## config.mk

```make
export PLATFORM = sky130hd
export DESIGN_NAME = sigmoid_sched
export DESIGN_NICKNAME = d
export VERILOG_FILES = /design/src/rtl/sigmoid_sched_pkg.sv /design/src/rtl/sigmoid_sched_rr_arbiter.sv /design/src/rtl/sigmoid_sched.sv
export SDC_FILE = /design/constraint.sdc
export NUM_CORES = 1
export LEC_CHECK = 0
export ABC_AREA = 1
export ABC_CLOCK_PERIOD_IN_PS = 1800
export BUFFER_PORTS_ARGS = -buffer_cell sky130_fd_sc_hd__buf_2
export CAP_MARGIN = 10
export CORE_MARGIN = 3
export CORE_UTILIZATION = 43
export CTS_BUF_LIST = sky130_fd_sc_hd__clkbuf_4
export DETAILED_ROUTE_END_ITERATION = 7
export PLACE_DENSITY = 0.81
export SETUP_SLACK_MARGIN = 0.4
export SYNTH_ARGS = -nofsm -noshare
export SYNTH_HDL_FRONTEND = slang
export SYNTH_HIERARCHICAL = 1
export SYNTH_SLANG_ARGS = --single-unit
```

## constraint.sdc

```tcl
create_clock -name clk -period 1.8 [get_ports clk]
set_input_delay 0.09 -clock clk [delete_from_list [all_inputs] [get_ports clk]]
set_output_delay 0.09 -clock clk [all_outputs]
set_load 0.1 [all_outputs]
```

## src/rtl/sigmoid_sched_pkg.sv

```systemverilog
// -----------------------------------------------------------------------------
// sigmoid_sched_pkg
//   Shared types and build constants for the sigmoid scheduler slice.
//   - SCHED_NREQ : number of accumulator lanes sharing the sigmoid unit (2..8)
//   - SCHED_DW   : operand/result width
//   - SCHED_LAT  : sigmoid unit latency, act_x valid -> act_o valid
//   - IDW        : requester-id width
//   - state_e    : scheduler FSM states
//   - tag_t      : one tag-pipeline stage {valid, id}
//   The requester count is fixed here, not at the top level, because the tag
//   and rsp_id widths are derived from it.
// -----------------------------------------------------------------------------
package sigmoid_sched_pkg;

   localparam int SCHED_NREQ = 4;
   localparam int SCHED_DW   = 32;
   localparam int SCHED_LAT  = 4;
   localparam int IDW        = $clog2(SCHED_NREQ);

   typedef enum logic [1:0] {
      RUN   = 2'd0,
      DRAIN = 2'd1,
      HELD  = 2'd2
   } state_e;

   typedef struct packed {
      logic           valid;
      logic [IDW-1:0] id;
   } tag_t;

endpackage : sigmoid_sched_pkg

```

## src/rtl/sigmoid_sched_rr_arbiter.sv

```systemverilog
// -----------------------------------------------------------------------------
// rr_arbiter
//   Combinational round-robin arbiter with a registered search pointer.
//   The search starts at ptr and walks upward (mod NREQ). The first valid
//   request wins. When advance is asserted, the pointer moves to the
//   position just past the winner, so the winner drops to lowest priority.
//   Ports:
//     clk, reset  : clock, synchronous active-high reset (ptr -> 0)
//     req         : per-requester request vector
//     advance     : a transfer happened to the current winner this cycle
//     grant       : one-hot winner (all-zero if no request)
//     grant_idx   : binary index of the winner
//     grant_valid : at least one request present
// -----------------------------------------------------------------------------
module rr_arbiter
   import sigmoid_sched_pkg::*;
#(
   parameter int NREQ = SCHED_NREQ,
   localparam int IW  = $clog2(NREQ)
) (
   input  logic            clk,
   input  logic            reset,
   input  logic [NREQ-1:0] req,
   input  logic            advance,
   output logic [NREQ-1:0] grant,
   output logic [IW-1:0]   grant_idx,
   output logic            grant_valid
);

   logic [IW-1:0] ptr_q;
   logic [IW-1:0] ptr_d;

   // Candidate k is the requester searched k-th: (ptr + k) mod NREQ.
   // The sum uses one spare bit so the wrap compare cannot overflow.
   logic [IW:0]   sum_w [NREQ];
   logic [IW-1:0] cand  [NREQ];

   genvar gi;
   generate
      for (gi = 0; gi < NREQ; gi++) begin : g_cand
         assign sum_w[gi] = {1'b0, ptr_q} + (IW+1)'(gi);
         assign cand[gi]  = (sum_w[gi] >= (IW+1)'(NREQ))
                          ? IW'(sum_w[gi] - (IW+1)'(NREQ))
                          : sum_w[gi][IW-1:0];
      end
   endgenerate

   // Walk the candidates from last to first so the earliest valid
   // candidate is the final assignment. This avoids a break statement.
   always_comb begin
      grant_valid = 1'b0;
      grant_idx   = '0;
      for (int k = NREQ - 1; k >= 0; k--) begin
         if (req[cand[k]]) begin
            grant_valid = 1'b1;
            grant_idx   = cand[k];
         end
      end
   end

   assign grant = grant_valid ? (NREQ'(1) << grant_idx) : '0;

   always_comb begin
      ptr_d = ptr_q;
      if (advance) begin
         ptr_d = (grant_idx == IW'(NREQ - 1)) ? '0 : grant_idx + IW'(1);
      end
   end

   always_ff @(posedge clk) begin
      if (reset) begin
         ptr_q <= '0;
      end else begin
         ptr_q <= ptr_d;
      end
   end

endmodule : rr_arbiter

```

## src/rtl/sigmoid_sched.sv

```systemverilog
// -----------------------------------------------------------------------------
// sigmoid_sched
//   Shares one fixed-latency sigmoid unit among SCHED_NREQ accumulator lanes.
//   It issues at most one operand per cycle through a round-robin arbiter.
//   A tag pipeline of LAT+1 stages tracks the owner of each in-flight
//   operand. Each result is registered and returned with its owner's id.
//   hold stops issue and lets the pipeline drain. hold_ack reports that the
//   unit is quiescent.
//   Ports:
//     clk, reset  : clock, synchronous active-high reset
//     req_valid   : per-requester operand valid
//     req_x       : packed operands, requester i at [i*DW +: DW]
//     req_ready   : one-hot grant (transfer = req_valid & req_ready)
//     act_x       : registered operand to the sigmoid unit
//     act_o       : sigmoid unit result, LAT cycles after act_x
//     rsp_valid   : single-cycle result strobe
//     rsp_id      : owner of rsp_data
//     rsp_data    : registered copy of act_o
//     hold        : stop issuing and drain
//     hold_ack    : held and pipeline empty
//     busy        : any operand in flight
// -----------------------------------------------------------------------------
module sigmoid_sched
   import sigmoid_sched_pkg::*;
#(
   parameter int DW  = SCHED_DW,
   parameter int LAT = SCHED_LAT
) (
   input  logic                     clk,
   input  logic                     reset,
   input  logic [SCHED_NREQ-1:0]    req_valid,
   input  logic [SCHED_NREQ*DW-1:0] req_x,
   output logic [SCHED_NREQ-1:0]    req_ready,
   output logic [DW-1:0]            act_x,
   input  logic [DW-1:0]            act_o,
   output logic                     rsp_valid,
   output logic [IDW-1:0]           rsp_id,
   output logic [DW-1:0]            rsp_data,
   input  logic                     hold,
   output logic                     hold_ack,
   output logic                     busy
);

   localparam int NREQ = SCHED_NREQ;

   state_e state_q, state_d;

   logic [NREQ-1:0] arb_grant;
   logic [IDW-1:0]  arb_idx;
   logic            arb_valid;
   logic            issue_en;
   logic            xfer;

   logic [DW-1:0]   act_x_q;
   tag_t [LAT:0]    tag_q;
   tag_t [LAT:0]    tag_d;
   logic [LAT:0]    stage_valid;

   logic            rsp_valid_q;
   logic [IDW-1:0]  rsp_id_q;
   logic [DW-1:0]   rsp_data_q;

   // ---------------------------------------------------------------- arbiter
   rr_arbiter #(
      .NREQ (NREQ)
   ) u_arb (
      .clk         (clk),
      .reset       (reset),
      .req         (req_valid),
      .advance     (xfer),
      .grant       (arb_grant),
      .grant_idx   (arb_idx),
      .grant_valid (arb_valid)
   );

   // -------------------------------------------------------------------- FSM
   always_ff @(posedge clk) begin
      if (reset) begin
         state_q <= RUN;
      end else begin
         state_q <= state_d;
      end
   end

   // hold is decoded combinationally, so req_ready drops in the same
   // cycle hold rises. Returning from DRAIN does not disturb in-flight tags.
   always_comb begin
      state_d  = state_q;
      issue_en = 1'b0;
      hold_ack = 1'b0;
      unique case (state_q)
         RUN: begin
            issue_en = !hold && !reset;
            if (hold) begin
               state_d = busy ? DRAIN : HELD;
            end
         end
         DRAIN: begin
            if (!hold) begin
               state_d = RUN;
            end else if (!busy) begin
               state_d = HELD;
            end
         end
         HELD: begin
            hold_ack = !busy && !reset;
            if (!hold) begin
               state_d = RUN;
            end
         end
         default: begin
            state_d = RUN;
         end
      endcase
   end

   assign req_ready = issue_en ? arb_grant : '0;
   assign xfer      = issue_en && arb_valid;

   // ------------------------------------------------------------ operand reg
   // act_x keeps its old value on idle slots. The unit still produces an
   // output for those slots, but no valid tag follows it, so it is ignored.
   always_ff @(posedge clk) begin
      if (reset) begin
         act_x_q <= '0;
      end else if (xfer) begin
         act_x_q <= req_x[arb_idx*DW +: DW];
      end
   end

   assign act_x = act_x_q;

   // ---------------------------------------------------------- tag pipeline
   // Stage 0 lines up with act_x and stage LAT lines up with act_o.
   genvar gi;
   generate
      for (gi = 0; gi <= LAT; gi++) begin : g_tag
         if (gi == 0) begin : g_head
            assign tag_d[gi] = tag_t'{valid: xfer, id: arb_idx};
         end else begin : g_shift
            assign tag_d[gi] = tag_q[gi-1];
         end
         assign stage_valid[gi] = tag_q[gi].valid;
      end
   endgenerate

   always_ff @(posedge clk) begin
      if (reset) begin
         tag_q <= '0;
      end else begin
         tag_q <= tag_d;
      end
   end

   assign busy = |stage_valid;

   // -------------------------------------------------------------- response
   always_ff @(posedge clk) begin
      if (reset) begin
         rsp_valid_q <= 1'b0;
         rsp_id_q    <= '0;
         rsp_data_q  <= '0;
      end else begin
         rsp_valid_q <= tag_q[LAT].valid;
         if (tag_q[LAT].valid) begin
            rsp_id_q   <= tag_q[LAT].id;
            rsp_data_q <= act_o;
         end
      end
   end

   assign rsp_valid = rsp_valid_q;
   assign rsp_id    = rsp_id_q;
   assign rsp_data  = rsp_data_q;

endmodule : sigmoid_sched

```

==> run metrics, run 1 <==
CP peak stage delay=380 ps; fin nets=1,368; vias in the first global route=about 6,500; clk_lat worst skew=around 440 ps; FF+latch count, synth=86; Final Cycle Share=144%; top cells by instance count after synthesis=257 x nand2_1, 199 x inv_1, 160 x nor2_1; post-route minimum period=2590 ps; worst-path fanout max=7; final core utilization=81.6%; type of the worst min-delay path=input port to register; WP data arrival=between 2000 and 3000 ps; fmax=386 MHz; Final Slew Violations=0; Syn Area/Cell=5.68 um^2; CP delay by family, top=simple AND/OR/NAND/NOR gates; YS warnings=6; Reg area=roughly 1700 um^2; Root Buffer=clkbuf_4; PD cells=977 nW/um^2; ratio of cells with drive above 1 in the final layout=44.7%; Setup Slack @ Placement=-275 ps; largest net degree at the start of global routing=45; initial drt markers=735; critical path cell sequence=buf_12, clkinv_8, nand2_4, and2_4, or2_4, nand2_2, nand2_2, nand2_2, inv_4, buf_6, buf_6, buf_12, inv_16, buf_12, buf_8, buf_16, nand2_2, nand3_2, nand2_2, nor2_2, nor2_1; status=finished with violations; most frequent cell after synthesis=nand2_1; chip height=between 100 and 150 um; setup violators final=between 40 and 50; Worst Tran Pin Value=536 ps; Top FF cell, synth=dfxtp_1; Worst slew margin=64.5%; H-tree depth=3; clock skew=about 14 ps; Final TNS setup=-26,850 ps; drt drc=0; clk sinks=between 80 and 90; GR Overflow Total=0; Vias/cell=5.12; cells on worst reg2reg path=21; FP Rows=38; core footprint=11,100 um^2; cell mode on critical path=nand2_2; # Max-Cap Violations=0; Netlist cell types=24; syn_nets=1,045; EDFF count, synth=0; Global Route Usage Sum=29.2%; Post-Synthesis Cells=874; Crit path depth=21; I/O pin count=240; post-route ant nets=0; RR Endpoint=act_x[1]; area grow syn2layout=82.2%; first-pass GRT wire length=30,100 um; vias=approximately 6,900; post-synth top area share=34.7%; Critical Path RT=between 2000 and 2500 ps; initial antenna violation count=1; crit path to=act_x[1]; die footprint=12,900 um^2; Crit-path slowest cell=dfxtp_4; Worst VDD drop=0.673 mV; clock buffer depth=2; CP startpoint=u_arb/ptr_q[0]; total CTS buffers=9; largest cells by area after synthesis=dfxtp_1 35%, nand2_1 19%, inv_1 15%, nor2_1 12%, nand3_1 7.1%; final-layout fill cell count=612; Hold Fails Final Rpt=0; Post-Route WL=22,500 um; ys async rst share=0%; min setup slack post-route=-794 ps; Pre-antenna DRT Iters=6; Reg2Reg Launch Point=u_arb/ptr_q[0]; post-DR wirelength/cell=16.8 um; DP Wirelength=10,900 um; gpl congestion=0.881; Initial Utilization=44.8%; CTS tree=yes; internal reg-to-reg setup slack=-790 ps; die width=about 110 um; Netlist Area Pre-Place=about 5000 um^2; Buf+Inv Stages, Crit Path=10; Clock Pin Slew Worst Setup and Hold Paths=150 ps; RSZ-0062 raised after global routing=true; final instance area=9040 um^2; multi-input logic area=3200 um^2; failing checks=setup timing; leak pwr=5.31 nW; register area share after synthesis=between 30% and 40%; Synth area leader=dfxtp_1; critical path startpoint category=register; Setup Crit Path Kind=register to register; Port-buffer cells=239; post-place instance area=6570 um^2; kind of end point of the critical path=register
## cells by family (layout without fill, tap and decap cells)
kind of cell	Yosys count	count (layout)	synth area share [%]
AO/OA/AOI/OAI	41	41	4.18
flip-flops	86	86	34.7
other	0	1	0
AND/OR/NAND/NOR	497	497	40.1
adder cells (fa/ha/maj)	4	4	1.01
buffers and inverters	246	574	20.0
## layout by cell type (no fill, tap or decap), drive strengths merged
cell type,n
buf,312
nand2,258
inv,201
nor2,162
dfxtp,86
nand3,71
o21ai,37
dlygate4sd3,35
clkbuf,16
clkinv,5
ha,4
bufbuf,3
a21oi,3
or2,2
nand4,2
diode,1
nor3,1
clkinvlp,1
bufinv,1
and2,1
a211oi,1
## power breakdown
group | total [mW] | internal, mW | switching (mW)
Clock | 1.15 | 0.429 | 0.718
Sequential | 2.08 | 2.02 | 0.0669
Combinational | 5.60 | 2.51 | 3.09
Total | 8.83 | 4.95 | 3.88
## through the flow
stage	hold slack (ps)	total power, mW	cells
final	48.0	8.83	1343
after global routing	53.5	9.18	1343
after CTS	17.8	7.99	1329
after detailed placement	317	4.97	1236
after global placement	317	4.95	1236
after floorplan	168	4.29	874
## tightest hold or removal path, stage by stage
cell	delay [ps]
buf_2	70
inv_1	40
nand2_2	60
nand3_2	50
nand2_1	50
nor2_1	30
nor2_1	60
## state kept, by name (all words and copies together) (netlist names)
name         cells
u_arb/ptr_q      2
rsp_valid        1
stage_valid      5
rsp_id           2
tag_d            8
state_q          2
act_x           32
rsp_data        32
tag_q            2
## worst min-delay path by stage
stage | slack [ps] | end | startpoint | cells after the start
after floorplan | 170 | u_arb/ptr_q[1] | reset | 1
after global placement | 320 | rsp_data[21] | act_o[21] | 3
after detailed placement | 320 | rsp_data[10] | act_o[10] | 3
after CTS | 20 | act_x[1] | req_x[33] | 7
after global routing | 50 | act_x[11] | req_x[11] | 7
final | 50 | act_x[11] | req_x[11] | 7
## what timing repair did
action | in CTS | in global routing
endpoints found under the setup margin | 43 | 49
hold endpoints to repair | 39 | 0
pin swaps | 85 | 100
hold buffers | 35 | 0
resized for setup | 173 | 139
cloned | 18 | 1
setup buffers | 24 | 12
## routing by layer
metal	global-route usage (%)	vias to the layer above	wire, um	part of all wire (%)
met1	32.1	3065	7820	35
met2	52.2	510	11200	50
met3	5.84	130	2290	10
met5	0	-	0	0
met4	16.5	0	1210	5.4
li1	-	3173	-	-
## layout make-up
class,instances,share of cell area [%]
Clock inverter,7,0.803
Clock buffer,9,0.747
Antenna cell,1,0.0277
Tap cell,140,1.94
Multi-Input combinational cell,542,35.3
Inverter,201,8.80
Timing Repair Buffer,357,33.1
Sequential cell,86,19.2
(Power assumes the default switching activity.)
==> run 2: changes to the inputs <==
CAP_MARGIN = default   (was 10)
PLACE_DENSITY = 0.78   (was 0.81)
==> run 2 against run 1 <==
  * Total power shrank 9.7%
  * The flow still finishes with violations (setup timing)
  * Count of clock-buffer cells in the layout grew 1
  * Highest routed layer unchanged
  * Clock skew grew 13 ps
  * Sequential power is essentially flat
  * Utilization shrank 6.4 points
  * Final cell count shrank 0.89%
  * Critical path depth shrank 4
  * Via count shrank 7.2%
  * First-iteration DRC count shrank 30%
==> run metrics, run 2 (synthesis gave the netlist of run 1 again) <==
status=finished with violations; failing checks=setup timing; CTS tree=yes; clock buffer depth=2 (unchanged); largest net degree at the start of global routing=47 (+4.4%); ratio of cells with drive above 1 in the final layout=37.8% (-6.9 points); Final Cycle Share=144% (-0.20 points); Post-Route WL=18,700 um (-17%); setup violators final=41 (unchanged); Pre-antenna DRT Iters=5 (-1); Global Route Usage Sum=26.5% (-2.7 points); final-layout fill cell count=802 (+31%); PD cells=957 nW/um^2 (-2.1%); WP data arrival=2500 ps (-450 ps); total CTS buffers=9 (unchanged); Hold Fails Final Rpt=0 (unchanged); # Max-Cap Violations=0 (unchanged); drt drc=0 (unchanged); Initial Utilization=44.8% (unchanged); die width=113 um (unchanged); Final Slew Violations=0 (unchanged); initial drt markers=512 (-30%); post-route ant nets=0 (unchanged); I/O pin count=240 (unchanged); kind of end point of the critical path=output port; post-route minimum period=2590 ps (-3.53 ps); GR Overflow Total=0 (unchanged); Worst VDD drop=0.590 mV (-12%); clock skew=27.5 ps (+13.0 ps); chip height=113 um (unchanged); RSZ-0062 raised after global routing=true; Clock Pin Slew Worst Setup and Hold Paths=160 ps (about the same); initial antenna violation count=0 (-1); H-tree depth=3 (unchanged); DP Wirelength=10,600 um (-2.5%); die footprint=12,900 um^2 (unchanged); FP Rows=38 (unchanged); clk sinks=86 (unchanged); Vias/cell=4.80 (-6.3%); cells on worst reg2reg path=20 (-4.8%); min setup slack post-route=-790 ps (+3.53 ps); type of the worst min-delay path=input port to register; vias=6,386 (-7.2%); Critical Path RT=1710 ps (-440 ps); fin nets=1,358 (-0.73%); Setup Crit Path Kind=register to output port; leak pwr=4.96 nW (-6.7%); post-DR wirelength/cell=14.1 um (-16%); area grow syn2layout=67.9%; critical path startpoint category=register; Worst Tran Pin Value=529 ps (-7.16 ps); worst-path fanout max=8 (+1); vias in the first global route=6,011 (-7.3%); gpl congestion=0.870 (-1.3%); Root Buffer=clkbuf_4; first-pass GRT wire length=27,500 um (-8.6%); most frequent cells in the layout=233 x buf_2, 215 x nand2_1, 185 x inv_1; clk_lat worst skew=430 ps (about the same); WHS=39.9 ps (-8.19 ps); Hold Crit Depth=7 (unchanged); fmax=386 MHz (+0.14%); most common cell after layout, fill and taps aside=buf_2; Antenna Cells=0 (-1); Final TNS setup=-26,620 ps (+227 ps); core footprint=11,100 um^2 (unchanged); Port-buffer cells=239 (unchanged); Worst slew margin=65.0% (+0.47 points)
[run 2: routing by layer]
metal  wire (um)  GRT usage [%]  vias to the layer above
met2        9380           48.6                      347
li1            -              -                     3150
met3        1700           5.78                       53
met5           0              0                        -
met4         573           11.5                        0
met1        7080           29.2                     2836
[run 2: path summary, 6_finish.rpt]
path                  startpoint           end  slack [ps]
setup / recovery  u_arb/ptr_q[0]  req_ready[1]        -790
hold / removal          req_x[7]      act_x[7]          40
setup reg to reg  u_arb/ptr_q[0]      act_x[1]        -720
hold reg to reg         tag_d[7]     tag_d[10]         410
[run 2: layout make-up]
cell class              instances  area [um^2]  area share (%)
inverters                     201          785            9.41
clock buffers                  10         75.1           0.901
repair inverters                1         20.0           0.240
clock inverters                 5         83.8            1.01
repair buffers                346         2750            33.0
multi-input cells             542         2720            32.6
flip-flops and latches         86         1730            20.7
well taps                     140          175            2.10
[run 2: critical path, cell delays in order (launching register included)]
cell,delay (ps)
dfxtp_2,390
buf_12,130
inv_8,50
nand2_1,90
nand2_2,80
nand2_2,110
nand2_2,90
nand2_2,90
nand2_2,60
nand2_2,90
nand2_4,70
inv_4,90
ha_4,130
inv_1,40
nor2_1,130
inv_1,100
nor2_4,120
buf_12,190
[run 2: timing repair]
| action | 4_1_cts | 5_1_grt |
|---|---|---|
| hold buffers | 33 | 0 |
| endpoints found under the setup margin | 43 | 43 |
| gates cloned | 13 | 4 |
| gates resized for setup | 135 | 44 |
| pin swaps | 79 | 25 |
| buffers inserted | 21 | 7 |
| hold endpoints to repair | 34 | 0 |
[run 2: metrics by stage]
stage               utilization [%]  total power, mW  area (um^2)  instances  setup slack, ps
global placement               59.3             4.94         6570       1238             -247
finish                         75.2             7.97         8330       1331             -790
detailed placement             59.3             4.96         6570       1238             -218
CTS                            72.8             7.67         8060       1320             -698
global route                   75.2             8.38         8330       1331             -930
floorplan                         -             4.29         5110        874             -181
[run 2: report_power, final]
part / leakage [nW] / internal (mW) / switching (mW) / total [mW]
Combinational: 4.18 / 2.01 / 2.62 / 4.64
Sequential: 0.703 / 2.02 / 0.0566 / 2.07
Clock: 0.0791 / 0.577 / 0.687 / 1.26
Total: 4.96 / 4.61 / 3.37 / 7.97
==> run 3: changes to the inputs <==
ABC_AREA = default   (was 1)
CORE_MARGIN = 2   (was 3)
CORE_UTILIZATION = 40   (was 43)
PLACE_DENSITY = 0.79   (was 0.78)
==> run 3 against run 2 <==
  * Count of clock-buffer cells in the layout decreased by 1
  * Setup slack gained 400 ps
  * Clock skew is 4.6 ps lower
  * Largest power group is now registers
  * Combinational power decreased by 59%
  * The flow still finishes with violations (setup timing)
  * Worst hold slack improved by 32 ps
  * Clock power shrank 20%
==> run metrics, run 3 <==
final-layout fill cell count=719 (-10%); Top FF cell, synth=dfxtp_1; Netlist cell types=36 (+50%); Final Slew Violations=0 (unchanged); FF+latch count, synth=86 (unchanged); multi-input logic area=2110 um^2 (-22%); clock skew=22.8 ps (-4.63 ps); Non-Filler Instances=744 (-44%); worst-path fanout max=3 (-5); setup violators final=36 (-12%); CTS tree=yes; Initial Utilization=41.6% (-3.2 points); clock buffer depth=2 (unchanged); ratio of cells with drive above 1 in the final layout=60.8% (+23 points); post-route minimum period=2190 ps (-397 ps); initial drt markers=72 (-86%); Reg area=1730 um^2 (unchanged); Setup Slack @ Placement=-168 ps (+49.2 ps); leak pwr=2.89 nW (-42%); most frequent cells in the layout=231 x buf_2, 80 x dfxtp_1, 35 x mux2i_1, 35 x nor2_1, 33 x dlygate4sd3_1; Worst Tran Pin Value=506 ps (-22.8 ps); FP Rows=35 (-7.9%); post-route ant nets=0 (unchanged); most frequent cell after synthesis=dfxtp_1; first-pass GRT wire length=17,800 um (-35%); YS warnings=6 (unchanged); Global Route Usage Sum=21.8% (-4.6 points); die footprint=10,500 um^2 (-19%); status=finished with violations; syn_nets=475 (-55%); WP data arrival=2100 ps (-400 ps); chip height=102 um (-9.9%); DP Wirelength=7850 um (-26%); # Max-Cap Violations=0 (unchanged); kind of end point of the critical path=output port; type of the worst min-delay path=input port to register; initial antenna violation count=0 (unchanged); Synth area leader=dfxtp_1; Root Buffer=clkbuf_4; Syn Area/Cell=12.7 um^2 (+120%); Worst VDD drop=0.439 mV (-25%); vias=3,695 (-42%); top cells by instance count after synthesis=86 x dfxtp_1, 37 x nor2_1, 35 x mux2i_1; RSZ-0062 raised after global routing=true; area grow syn2layout=63.5%; Post-Route WL=12,300 um (-34%); Pre-antenna DRT Iters=5 (unchanged); gpl congestion=0.772 (-11%); clk_lat worst skew=420 ps (about the same); final core utilization=68.0% (-7.2 points); Port-buffer cells=239 (unchanged); fin nets=781 (-42%); core footprint=9280 um^2 (-16%); Setup Crit Path Kind=register to output port; Critical Path RT=1710 ps (about the same); Final Cycle Share=122% (-22 points); largest cells by area after synthesis=dfxtp_1 45%, mux4_2 19%, mux2i_1 9.1%, a22o_1 7.3%, nor2_1 3.6%; H-tree depth=3 (unchanged); PD cells=784 nW/um^2 (-18%); total CTS buffers=9 (unchanged); min setup slack post-route=-393 ps (+397 ps); die width=102 um (-9.9%); Hold Fails Final Rpt=0 (unchanged); critical path startpoint category=register; I/O pin count=240 (unchanged); Netlist Area Pre-Place=3860 um^2 (-22%); ys async rst share=0% (unchanged); GR Overflow Total=0 (unchanged); failing checks=setup timing; Clock Pin Slew Worst Setup and Hold Paths=150 ps (about the same); Inst Count DP=670 (-46%); post-DR wirelength/cell=16.5 um (+17%); Final TNS setup=-9380 ps (+17,250 ps); vias in the first global route=3,845 (-36%); most common cell after layout, fill and taps aside=buf_2; EDFF count, synth=0 (unchanged); Vias/cell=4.97 (+3.5%); Antenna Cells=0 (unchanged); Post-Synthesis Cells=304 (-65%); drt drc=0 (unchanged); fmax=456 MHz (+18%); register area share after synthesis=44.6% (+9.9 points); largest net degree at the start of global routing=36 (-23%); Worst slew margin=66.5% (+1.5 points); post-synth top area share=44.6% (+9.9 points); clk sinks=86 (unchanged)
-- run 3: changes by cell type after synthesis, moves of 35 or more --
cell     delta
nand3_1    -70
nor2_1    -123
nand2_1   -256
o21ai_0    -35
mux2i_1    +35
inv_1     -197
-- run 3: cell families after synthesis --
group	after synthesis	share of synthesized area (%)
fa+ha+maj	4	1.30
mux	67	27.7
buf+inv	27	5.38
simple gates	75	10.9
compound gates	45	10.1
flops	86	44.6
-- run 3: final timing paths --
path	cells after the start	slack, ps	start	endpoint
setup / recovery	8	-390	u_arb/ptr_q[0]	req_ready[2]
setup reg to reg	8	-300	u_arb/ptr_q[0]	act_x[25]
hold reg to reg	1	450	tag_d[6]	tag_d[9]
hold / removal	2	70	hold	state_q[0]
-- run 3: repair_timing --
action	CTS	global route
pin swaps	4	6
resized for setup	19	32
hold endpoints to repair	33	0
cloned	4	1
setup endpoints to repair	42	45
buffers inserted	11	9
hold buffers	33	0
-- run 3: routing by layer --
layer | track usage [%] | share of wire (%) | wire length (um) | vias up
met5 | 0 | 0 | 0 | -
met4 | 5.95 | 0.93 | 114 | 0
met3 | 5.06 | 7.2 | 879 | 12
met2 | 39.8 | 52 | 6370 | 185
met1 | 25.7 | 40 | 4920 | 1756
li1 | - | - | - | 1742
-- run 3: through the flow --
stage,total power [mW],instance area [um^2],hold WS [ps]
after floorplan,3.28,3950,150
after global placement,3.62,5380,327
after detailed placement,3.65,5380,337
after CTS,4.86,6070,30.9
after global routing,5.18,6310,22.6
final,4.95,6310,71.6
-- run 3: worst max-delay path, cell delays in order (launching register included) --
cell and delay [ps]:
dfxtp_2 370, and2b_1 210, o21bai_2 180, buf_4 140, o211ai_1 130, ha_2 220, nor2b_1 120, and2_4 140
buf_12 160
-- run 3: final cells by class --
type                       count  area share, %
timing repair buffer         319           34.6
tap                          129           2.56
inverter                       2          0.119
clock inverter                 7          0.892
multi-input combinational    192           33.4
sequential                    86           27.4
clock buffer                   9           1.07
-- run 3: power by group --
| group | switching, mW | internal (mW) |
|---|---|---|
| sequential | 0.0567 | 2.00 |
| combinational | 1.07 | 0.810 |
| clock | 0.710 | 0.301 |
| total | 1.83 | 3.11 |
